--- src/rtl/arb3_rr.sv ---
// Three-way round-robin arbiter with a bounded hold time. The grant is one-hot and registered.
// When the hold expires, the owner is forced to release and goes to the back of the priority order.
module arb3_rr #(
  parameter int MAX_HOLD = 8
) (
  input  logic       clk,
  input  logic       rstn,
  input  logic [2:0] req,
  output logic [2:0] gnt,
  output logic [1:0] gnt_id,
  output logic       busy,
  output logic       timeout
);

  typedef enum logic {IDLE, GRANT} state_t;

  localparam logic [7:0] MAX_HOLD_C = 8'(MAX_HOLD);

  state_t     state_q;
  logic [1:0] owner_q;
  logic [1:0] last_q;
  logic [7:0] hold_cnt_q;
  logic [2:0] gnt_q;
  logic       timeout_q;
  logic [1:0] owner_d;

  // Search order starts just after the previous owner, so that owner is considered last.
  always_comb begin
    owner_d = 2'd0;
    case (last_q)
      2'd0:    owner_d = req[1] ? 2'd1 : (req[2] ? 2'd2 : 2'd0);
      2'd1:    owner_d = req[2] ? 2'd2 : (req[0] ? 2'd0 : 2'd1);
      default: owner_d = req[0] ? 2'd0 : (req[1] ? 2'd1 : 2'd2);
    endcase
  end

  always_ff @(posedge clk or negedge rstn) begin
    if (!rstn) begin
      state_q    <= IDLE;
      owner_q    <= 2'd0;
      last_q     <= 2'd2;
      hold_cnt_q <= 8'd0;
      gnt_q      <= 3'b000;
      timeout_q  <= 1'b0;
    end else begin
      timeout_q <= 1'b0;
      case (state_q)
        IDLE: begin
          if (req != 3'b000) begin
            state_q    <= GRANT;
            owner_q    <= owner_d;
            gnt_q      <= 3'b001 << owner_d;
            hold_cnt_q <= 8'd1;
          end
        end
        default: begin
          // A normal release takes precedence over expiry on the same edge.
          if (!req[owner_q] || hold_cnt_q == MAX_HOLD_C) begin
            state_q    <= IDLE;
            last_q     <= owner_q;
            owner_q    <= 2'd0;
            gnt_q      <= 3'b000;
            hold_cnt_q <= 8'd0;
            timeout_q  <= req[owner_q];
          end else begin
            hold_cnt_q <= hold_cnt_q + 8'd1;
          end
        end
      endcase
    end
  end

  assign gnt     = gnt_q;
  assign gnt_id  = owner_q;
  assign busy    = |gnt_q;
  assign timeout = timeout_q;

endmodule
--- config.mk ---
export PLATFORM = sky130hd
export DESIGN_NAME = arb3_rr
export DESIGN_NICKNAME = d
export VERILOG_FILES = /design/src/rtl/arb3_rr.sv
export SDC_FILE = /design/constraint.sdc
export NUM_CORES = 1
export LEC_CHECK = 0
export ABC_AREA = 1
export BUFFER_PORTS_ARGS = -buffer_cell sky130_fd_sc_hd__buf_2
export CAP_MARGIN = 20
export CORE_MARGIN = 4
export CORE_UTILIZATION = 45
export CTS_BUF_LIST = sky130_fd_sc_hd__clkbuf_8
export CTS_CLUSTER_DIAMETER = 200
export CTS_CLUSTER_SIZE = 14
export DETAILED_ROUTE_END_ITERATION = 10
export GPL_ROUTABILITY_DRIVEN = 1
export PLACE_DENSITY = 0.77
export SKIP_CTS_REPAIR_TIMING = 1
export SYNTH_ARGS = -nofsm -noshare
export SYNTH_HDL_FRONTEND = slang
export SYNTH_SLANG_ARGS = --single-unit
--- constraint.sdc ---
create_clock -name clk -period 3.6 [get_ports clk]
set_input_delay 0.72 -clock clk [delete_from_list [all_inputs] [get_ports clk]]
set_output_delay 0.72 -clock clk [all_outputs]
set_load 0.02 [all_outputs]
==> results of run 1 <==
[worst max-delay path, stage by stage (launching register included)]
cell and delay (ns):
dfrtp_1 0.40, or3_1 0.38, buf_2 0.17
[metrics by stage]
stage          hold slack, ns  std cells  util, %
5_1_grt                 0.401        161     54.1
6_report                0.380        161     54.1
4_1_cts                 0.399        161     54.1
3_3_place_gp            0.470        157     51.7
3_5_place_dp            0.480        157     51.7
2_1_floorplan           0.424        119        -
[cell families (layout without fill, tap and decap cells)]
kind of cell	count (synthesis)	count (layout)	share of synthesized area [%]
compound gates	14	14	8.47
xor+xnor	2	2	1.91
fa+ha+maj	2	2	2.73
buf+inv	20	35	8.20
flops	17	17	46.6
simple gates	64	64	32.1
[cells in the final DEF, fill, tap and decap left out, types with 2 or more instances in the layout]
master	synthesis	routed
a21oi_1	3	3
buf_2	0	11
clkbuf_8	0	3
dfrtp_1	16	16
ha_1	2	2
inv_1	17	18
inv_2	3	3
nand2_1	38	38
nand3_1	10	10
nand4_1	2	2
nor2_1	8	8
o21ai_0	3	3
o21ai_1	3	3
o22ai_1	4	4
[cell type report]
type / instances / area (um^2) / share of cell area (%)
sequential: 17 / 427 / 40.6
multi-input combinational: 82 / 414 / 39.5
inverter: 20 / 75.1 / 7.15
timing repair buffer: 11 / 55.1 / 5.24
clock buffer: 3 / 41.3 / 3.93
tap: 27 / 33.8 / 3.22
clock inverter: 1 / 3.75 / 0.358
[power breakdown]
part	internal, W	leakage, nW	switching (W)
sequential	0.000251	0.224	0.0000556
clock	0.0000755	0.0269	0.0000623
combinational	0.000114	0.314	0.000219
total	0.000440	0.564	0.000337
[layer usage]
layer | vias up | part of all wire, % | track usage [%]
met1 | 368 | 44 | 16.7
li1 | 406 | - | -
met5 | - | 0 | 0
met2 | 19 | 51 | 28.7
met4 | 0 | 0.44 | 3.83
met3 | 2 | 3.9 | 3.38
[sequential cells by signal, indices dropped and copies added (netlist names)]
register and flops:
last_q 2, gnt_id 2, gnt 3, state_q 1, timeout 1, hold_cnt_q 8
[final timing paths]
path,startpoint,end,slack (ns),cells past startpoint
setup reg to reg,hold_cnt_q[0],gnt[1],2.14,9
min in group clk,last_q[1],last_q[1],0.49,2
setup / recovery,gnt[1],busy,1.69,2
hold / removal,rstn,hold_cnt_q[3],0.38,1
max in group asynchronous,rstn,last_q[1],2.91,1
hold reg to reg,last_q[1],last_q[1],0.49,2
==> results by group, run 1 <==
Timing
  • RSZ-0062 raised after global routing: no
  • Minimum clock period: about 1.9 ns
  • Final-report max-slew violation count: 0
  • Clock skew: roughly 0.0043 ns
  • Setup TNS: 0 ns
  • Final Setup Violations: 0
  • Final clock period utilization by the worst path: 53.0%
  • Slew at the pin with the worst max-slew slack: around 0.38 ns
  • Slew margin rel.: 74.9%
  • Final setup margin: approximately 1.7 ns
  • Final hold vios: 0
  • Max Fclk: 0.524 GHz

Setup path
  • Critical path type: flip-flop to output pin
  • Data arrival, critical path: 1.19 ns
  • Crit-path max FO: 3
  • Critical Path Sink Type: output pin
  • Startpoint Class: flip-flop
  • CP Data Required Time: 2.88 ns

Floorplanning
  • Core Rows: 16
  • Die X: roughly 53 um
  • Initial Util: a little under half
  • Core Region: just under 0.002 mm^2
  • DIE AREA: 0.00282 mm^2
  • Die Y: between 50 and 60 um
  • Boundary Pins: 12

Yosys
  • Synth unique cells: 22
  • Net Count, Synth: between 100 and 150
  • Synth Flop Type: dfrtp_1
  • Cell Area, Synth: ~900 um^2
  • Count leader, synth: nand2_1
  • Avg Cell Area, Syn: 7.70 um^2
  • Flops & latches, synth: 17
  • EDFF count, synth: 0
  • Post-synth top area share: 43.7%
  • Top cells by area, synth: dfrtp_1, nand2_1, inv_1
  • Register area share after synthesis: 46.6%
  • Synth warn: 0
  • Fraction of registers with async set/reset: 100%
  • Cells after Synth: approximately 120
  • Top post-synthesis cells by count: nand2_1, inv_1, dfrtp_1
  • Area leader, netlist: dfrtp_1

Clock network
  • Clk_lat worst skew: 0.25 ns
  • Total CTS buffers: 3
  • H-tree Lvls: 1
  • CTS sink count: 17
  • Clock transition at path regs: 0.07 ns
  • Root Driver: clkbuf_8
  • CTS tree: built
  • Max Buffers Root-to-Sink: 2

Global route
  • GRT overflow: 0
  • Number of global-route vias before repair: 792
  • Initial antenna violation count: 0
  • First-pass GRT wire length: 3160 um
  • Tot GR Track Use: 15.1%
  • Largest net degree at the start of global routing: 18

Placement
  • Final HPWL DP: 1420 um
  • PortBufs: 11
  • Worst slack, placed: 1.95 ns
  • Dpl cell area: 0.00100 mm^2
  • Gpl congestion: between 0.7 and 0.8

Cells and area
  • Layout cells sized above 1: 16.4%
  • Design area: 0.00105 mm^2
  • FILL cells: 206
  • Antenna diode count: 0
  • Area growth syn-to-layout: 14.6%
  • # nets final: 142

Detailed routing
  • Antenna violation net count after detailed routing: 0
  • Via count: about 800
  • DR DRC count: 0
  • Vias/cell: 4.94
  • Initial drt markers: 24
  • DR WL/cell: about 11 um
  • DRT Wirelength: about 1800 um
  • Pre-Repair DR Iteration Count: 4

Power
  • LEAKAGE: around 0.56 nW
  • VDD IR max: 414 uV
  • Tot Pwr: between 0.0007 and 0.0008 W
  • Power per cell area: 740 mW/mm^2

Outcome
  • Status: finished, final reports clean

Flow run
  • Count of max-cap constraint violations: 0

Worst hold path
  • Hold crit path type: primary input to asynchronous set/reset pin
Power figures use the tool's default switching activity.
==> run 2, diff against run 1 <==
==> constraint.sdc (replaced) <==
create_clock -name clk -period 1.8 [get_ports clk]
set_input_delay 0.36 -clock clk [delete_from_list [all_inputs] [get_ports clk]]
set_output_delay 0.36 -clock clk [all_outputs]
set_load 0.02 [all_outputs]
==> run 2 against run 1 <==
Clock power is 99% higher. Utilization is 0.064 points higher. Register-to-register slack got worse by 1.7 ns. Sequential share of layout area about the same. Power up 99%. Sequential power increased by 100%. Flip-flop and latch count unchanged. Worst hold slack worse by 0.36 ns. Via count shrank 1.8%. Die area unchanged. Critical path depth unchanged. Critical path type unchanged. Highest routed layer unchanged. Final cell count did not move.
==> results by group, run 2 (synthesis gave the netlist of run 1 again) <==
Outcome
  • Status: finished, final reports clean (unchanged)

Clock network
  • CTS sink count: 17 (unchanged)
  • Clk_lat worst skew: 0.25 ns (about the same)
  • Clock transition at path regs: 0.06 ns (was 0.07 ns)
  • Root Driver: clkbuf_8 (unchanged)
  • Total CTS buffers: 3 (unchanged)
  • Max Buffers Root-to-Sink: 2 (unchanged)
  • CTS tree: built (unchanged)
  • H-tree Lvls: 1 (unchanged)

Setup path
  • Critical path type: flip-flop to output pin (unchanged)
  • Crit path cell chain: or3_1, buf_2 (unchanged)
  • Startpoint Class: flip-flop (unchanged)
  • Data arrival, critical path: 1.16 ns (was 1.19 ns)
  • CP bufs+invs: 1 (unchanged)
  • Worst reg-to-reg path cell count: 9 (unchanged)
  • CP Depth: 2 (unchanged)
  • Slowest-stage cell, CP: dfrtp_1 (unchanged)
  • Crit-path max FO: 3 (unchanged)
  • Critical Path Sink Type: output pin (unchanged)
  • Slowest Stage Delay on Critical Path: 0.39 ns (was 0.40 ns)
  • CP Data Required Time: 1.44 ns (was 2.88 ns)
  • Largest delay contributor family on the critical path: flip-flops (unchanged)

Timing
  • Final clock period utilization by the worst path: 84.4%
  • Final hold vios: 0 (unchanged)
  • Slew margin rel.: 75.1% (was 74.9%)
  • Smallest hold slack: 0.0187 ns (was 0.380 ns)
  • Minimum clock period: 1.52 ns
  • Final Setup Violations: 0 (unchanged)
  • Max Fclk: 0.658 GHz
  • Final setup margin: 0.280 ns (was 1.69 ns)
  • Final-report max-slew violation count: 0 (unchanged)
  • RSZ-0062 raised after global routing: no (unchanged)
  • Setup TNS: 0 ns (unchanged)
  • Clock skew: 0.00432 ns (was 0.00425 ns)
  • Slew at the pin with the worst max-slew slack: 0.374 ns (was 0.376 ns)

Detailed routing
  • Initial drt markers: 21 (was 24)
  • Vias/cell: 4.85 (was 4.94)
  • Via count: 781 (was 795)
  • Pre-Repair DR Iteration Count: 4 (unchanged)
  • DR WL/cell: 11.2 um (was 11.3 um)
  • Antenna violation net count after detailed routing: 0 (unchanged)
  • DRT Wirelength: 1800 um (was 1810 um)
  • DR DRC count: 0 (unchanged)

Placement
  • Final HPWL DP: 1400 um (was 1420 um)
  • Worst slack, placed: 0.421 ns (was 1.95 ns)
  • Gpl congestion: 0.786 (was 0.751)
  • PortBufs: 11 (unchanged)

Global route
  • Largest net degree at the start of global routing: 18 (unchanged)
  • First-pass GRT wire length: 3470 um (was 3160 um)
  • Initial antenna violation count: 0 (unchanged)
  • Number of global-route vias before repair: 854 (was 792)
  • GRT overflow: 0 (unchanged)
  • Tot GR Track Use: 16.9% (was 15.1%)

Floorplanning
  • Core Rows: 16 (unchanged)
  • Die Y: 53.1 um (unchanged)
  • Core Region: 0.00194 mm^2 (unchanged)
  • Die X: 53.1 um (unchanged)
  • Initial Util: 47.2% (unchanged)
  • DIE AREA: 0.00282 mm^2 (unchanged)
  • Boundary Pins: 12 (unchanged)

Cells and area
  • Most frequent cells in the layout: nand2_1, inv_1, dfrtp_1 (unchanged)
  • Leading cell type in the layout, fill and taps excluded: nand2_1 (unchanged)
  • # nets final: 142 (unchanged)
  • Layout cells sized above 1: 17.2% (was 16.4%)
  • Max reg flops: 8 (unchanged)
  • Antenna diode count: 0 (unchanged)
  • Area growth syn-to-layout: 14.8% (was 14.6%)
  • Largest Register: hold_cnt_q (unchanged)

Power
  • Power per cell area: 1470 mW/mm^2 (was 740 mW/mm^2)
  • VDD IR max: 792 uV (was 414 uV)
  • LEAKAGE: 0.563 nW (was 0.564 nW)

Flow run
  • Count of max-cap constraint violations: 0 (unchanged)

Worst hold path
  • Hold crit path type: primary input to asynchronous set/reset pin (unchanged)
[run 2: through the flow]
step / instances / power (W) / area (um^2) / util (%)
floorplan: 119 / 0.00109 / 916 / -
detailed placement: 157 / 0.00128 / 1000 / 51.7
CTS: 161 / 0.00157 / 1050 / 54.1
finish: 161 / 0.00155 / 1050 / 54.1
global placement: 157 / 0.00125 / 1000 / 51.7
global route: 161 / 0.00171 / 1050 / 54.1
[run 2: cell type report]
type | count | area (um^2)
timing repair buffer | 11 | 55.1
inverter | 20 | 75.1
tap | 27 | 33.8
clock inverter | 1 | 5.00
fill | 212 | 891
clock buffer | 3 | 41.3
sequential | 17 | 427
multi-input combinational | 82 | 414
[run 2: per-layer routing]
metal / track usage [%] / part of all wire (%) / up-vias
li1: - / - / 410
met4: 7.66 / 1.6 / 0
met3: 2.54 / 3.8 / 3
met5: 0 / 0 / -
met2: 31.4 / 51 / 12
met1: 18.7 / 44 / 356
[run 2: power breakdown]
| part | internal, W | total (W) | leakage (nW) | switching [W] |
|---|---|---|---|---|
| combinational | 0.000227 | 0.000657 | 0.314 | 0.000430 |
| clock | 0.000153 | 0.000275 | 0.0255 | 0.000122 |
| sequential | 0.000501 | 0.000614 | 0.224 | 0.000112 |
| total | 0.000881 | 0.00155 | 0.563 | 0.000664 |
[run 2: path summary, 6_finish.rpt]
check                               from        end  slack, ns
min reg2reg                    last_q[1]  last_q[1]       0.49
min in group clk                  req[0]  gnt_id[1]       0.46
max reg2reg                hold_cnt_q[0]  last_q[0]       0.41
min                                 rstn     gnt[0]       0.02
max in group asynchronous           rstn  last_q[1]       1.47
max                               gnt[1]       busy       0.28
==> run 3, diff against run 2 <==
--- a/config.mk
+++ b/config.mk
@@ -5,7 +5,7 @@
 export SDC_FILE = /design/constraint.sdc
 export NUM_CORES = 1
 export LEC_CHECK = 0
-export ABC_AREA = 1
+export ABC_AREA = 0
 export BUFFER_PORTS_ARGS = -buffer_cell sky130_fd_sc_hd__buf_2
 export CAP_MARGIN = 20
 export CORE_MARGIN = 4
@@ -15,7 +15,7 @@
 export CTS_CLUSTER_SIZE = 14
 export DETAILED_ROUTE_END_ITERATION = 10
 export GPL_ROUTABILITY_DRIVEN = 1
-export PLACE_DENSITY = 0.77
+export PLACE_DENSITY = 0.79
 export SKIP_CTS_REPAIR_TIMING = 1
 export SYNTH_ARGS = -nofsm -noshare
 export SYNTH_HDL_FRONTEND = slang
==> constraint.sdc (replaced) <==
create_clock -name clk -period 1.24 [get_ports clk]
set_input_delay 0.248 -clock clk [delete_from_list [all_inputs] [get_ports clk]]
set_output_delay 0.248 -clock clk [all_outputs]
set_load 0.02 [all_outputs]
==> run 3 against run 2 <==
The run now ends with setup timing left. Sequential share of layout area is 8.0 points lower. Clock power increased by 54%. Clock skew decreased by 0.0026 ns. Routed wire length grew 41%. Non-clock buffer count rose by 19. Power increased by 80%. Combinational power increased by 130%. Synthesized cell count fell by 18%. Utilization grew 13 points. Die area is 2.0% higher.
==> results by group, run 3 <==
Clock network
  • Total CTS buffers: 3 (unchanged)
  • Clock transition at path regs: 0.07 ns (was 0.06 ns)
  • CTS sink count: 17 (unchanged)
  • Max Buffers Root-to-Sink: 2 (unchanged)
  • CTS tree: built (unchanged)
  • Clk_lat worst skew: 0.26 ns (was 0.25 ns)
  • Root Driver: clkbuf_8 (unchanged)
  • H-tree Lvls: 1 (unchanged)

Global route
  • Number of global-route vias before repair: 803 (was 854)
  • First-pass GRT wire length: 3590 um (was 3470 um)
  • Initial antenna violation count: 0 (unchanged)
  • GRT overflow: 0 (unchanged)
  • Tot GR Track Use: 17.5% (was 16.9%)
  • Largest net degree at the start of global routing: 18 (unchanged)

Outcome
  • Failing checks: setup timing
  • Status: finished, violations left (was finished, final reports clean)

Detailed routing
  • Vias/cell: 5.71 (was 4.85)
  • Pre-Repair DR Iteration Count: 4 (unchanged)
  • DRT Wirelength: 2530 um (was 1800 um)
  • Via count: 896 (was 781)
  • Antenna violation net count after detailed routing: 0 (unchanged)
  • DR DRC count: 0 (unchanged)
  • Initial drt markers: 23 (was 21)
  • DR WL/cell: 16.1 um (was 11.2 um)

Timing
  • Final clock period utilization by the worst path: 141%
  • Final Setup Violations: 17 (was 0)
  • Slew at the pin with the worst max-slew slack: 0.387 ns (was 0.374 ns)
  • Final-report max-slew violation count: 0 (unchanged)
  • Slew margin rel.: 74.2% (was 75.1%)
  • RSZ-0062 raised after global routing: yes (was no)
  • Final setup margin: -0.508 ns (was 0.280 ns)
  • Final hold vios: 0 (unchanged)
  • Minimum clock period: approximately 1.7 ns
  • Max Fclk: 0.572 GHz
  • Clock skew: 0.00171 ns (was 0.00432 ns)

Yosys
  • Top post-synthesis cells by count: dfrtp_1, inv_1, nand3_1, o21ai_0, mux2i_1 (was nand2_1, inv_1, dfrtp_1)
  • Flops & latches, synth: 17 (unchanged)
  • Cells after Synth: 98 (was 119)
  • Net Count, Synth: 105 (was 126)
  • Register area share after synthesis: 45.5% (was 46.6%)
  • Count leader, synth: dfrtp_1 (was nand2_1)
  • Area leader, netlist: dfrtp_1 (unchanged)
  • Avg Cell Area, Syn: 9.56 um^2 (was 7.70 um^2)
  • Synth warn: 0 (unchanged)
  • Top cells by area, synth: dfrtp_1, mux2i_1, nand3_1 (was dfrtp_1, nand2_1, inv_1)
  • Synth unique cells: 32 (was 22)
  • Post-synth top area share: 42.7% (was 43.7%)
  • Fraction of registers with async set/reset: 100% (unchanged)
  • Cell Area, Synth: 937 um^2 (was 916 um^2)
  • Synth Flop Type: dfrtp_1 (unchanged)
  • EDFF count, synth: 0 (unchanged)

Setup path
  • Startpoint Class: flip-flop (unchanged)
  • Largest delay contributor family on the critical path: simple AND/OR/NAND/NOR gates (was flip-flops)
  • Crit-path max FO: 3 (unchanged)
  • Critical Path Sink Type: flip-flop (was output pin)
  • Critical path type: flip-flop to flip-flop (was flip-flop to output pin)
  • Crit path cell chain: inv_2, ha_4, nand4bb_4, or4_4, a21boi_4, mux2i_1 (was or3_1, buf_2)
  • Slowest Stage Delay on Critical Path: 0.46 ns (was 0.39 ns)
  • Slowest-stage cell, CP: or4_4 (was dfrtp_1)
  • Data arrival, critical path: 1.92 ns (was 1.16 ns)
  • CP bufs+invs: 1 (unchanged)
  • CP Data Required Time: 1.42 ns (was 1.44 ns)

Power
  • LEAKAGE: 0.567 nW (was 0.563 nW)
  • VDD IR max: 1380 uV (was 792 uV)
  • Power per cell area: 2120 mW/mm^2 (was 1470 mW/mm^2)
  • Tot Pwr: 0.00278 W (was 0.00155 W)

Placement
  • PortBufs: 11 (unchanged)
  • Final HPWL DP: 1510 um (was 1400 um)
  • Gpl congestion: 0.857 (was 0.786)
  • Placed Cells: 146 (was 157)

Cells and area
  • Most frequent cells in the layout: buf_4, dfrtp_1, buf_2 (was nand2_1, inv_1, dfrtp_1)
  • # nets final: 138 (was 142)
  • Max reg flops: 8 (unchanged)
  • Layout cells sized above 1: 43.1% (was 17.2%)
  • Area growth syn-to-layout: 39.9% (was 14.8%)
  • Largest Register: hold_cnt_q (unchanged)
  • Leading cell type in the layout, fill and taps excluded: buf_4 (was nand2_1)
  • Layout Cells excl Fill: 157 (was 161)
  • Antenna diode count: 0 (unchanged)

Floorplanning
  • Core Rows: 16 (unchanged)
  • Boundary Pins: 12 (unchanged)
  • DIE AREA: 0.00288 mm^2 (was 0.00282 mm^2)
  • Die Y: 53.6 um (was 53.1 um)
  • Core Region: 0.00196 mm^2 (was 0.00194 mm^2)
  • Initial Util: 47.8% (was 47.2%)
  • Die X: 53.6 um (was 53.1 um)

Worst hold path
  • Hold crit path type: primary input to flip-flop (was primary input to asynchronous set/reset pin)

Flow run
  • Count of max-cap constraint violations: 0 (unchanged)
==> run 3: cell types whose count changed in the layout (fill, tap and decap cells not counted), sizes merged, moves of 3 or more <==
cell | previous run | this run
o21ai | 6 | 11
inv | 20 | 12
a31oi | 0 | 5
o22ai | 4 | 1
nor2 | 8 | 3
and3 | 0 | 3
mux2i | 0 | 6
nand2 | 40 | 4
buf | 11 | 29
==> run 3: routing by layer <==
metal | up-vias | part of all wire [%] | global-route usage, %
li1 | 422 | - | -
met1 | 429 | 41 | 21.9
met2 | 30 | 50 | 28.2
met3 | 15 | 5.1 | 3.88
met4 | 0 | 3.7 | 8.94
met5 | - | 0 | 0
==> run 3: worst register-to-register path: stages, from the launching register on <==
cell       delay, ns
dfrtp_1         0.40
inv_2           0.10
ha_4            0.16
nand4bb_4       0.13
or4_4           0.46
a21boi_4        0.20
mux2i_1         0.22
==> run 3: final timing paths <==
kind                               start  cells past startpoint  slack, ns         to
hold reg to reg                   gnt[1]                      2       0.54     gnt[1]
min in group asynchronous           rstn                      2       0.44  last_q[0]
max in group asynchronous           rstn                      2       0.49  last_q[1]
hold / removal                    req[2]                      3       0.37    state_q
setup reg to reg           hold_cnt_q[0]                      6      -0.51  last_q[0]
setup / recovery           hold_cnt_q[0]                      6      -0.51  last_q[0]
==> run 3: where the power goes <==
part	total [W]	internal, W	switching, W
logic	0.00149	0.000682	0.000811
clock network	0.000424	0.000223	0.000201
registers	0.000860	0.000720	0.000141
total	0.00278	0.00162	0.00115
==> run 3: stage by stage <==
step	utilization (%)	hold slack [ns]	setup slack, ns	setup TNS, ns	area [um^2]
finish	66.8	0.369	-0.508	-6.64	1310
global route	66.8	0.413	-0.589	-7.83	1310
CTS	59.7	-0.0847	-0.512	-6.42	1170
detailed placement	57.3	0.191	-0.467	-5.84	1120
global placement	57.3	0.188	-0.382	-4.65	1120
floorplan	-	-0.0476	-0.334	-3.93	956
==> run 3: final cells by class <==
type	count	area (um^2)
fillers	155	651
multi-input cells	67	543
flip-flops and latches	17	428
repair buffers	30	215
inverters	12	45.0
clock buffers	3	41.3
well taps	27	33.8
clock inverters	1	5.00
==> run 3: kinds of logic (layout without fill, tap and decap cells) <==
logic type      count (synthesis)  after routing  share of synthesized area, %
buf+inv                        15             46                          6.68
compound gates                 27             28                          19.2
fa+ha+maj                       2              2                          2.67
flops                          17             17                          45.5
simple gates                   31             31                          19.5
mux                             6              6                          6.41
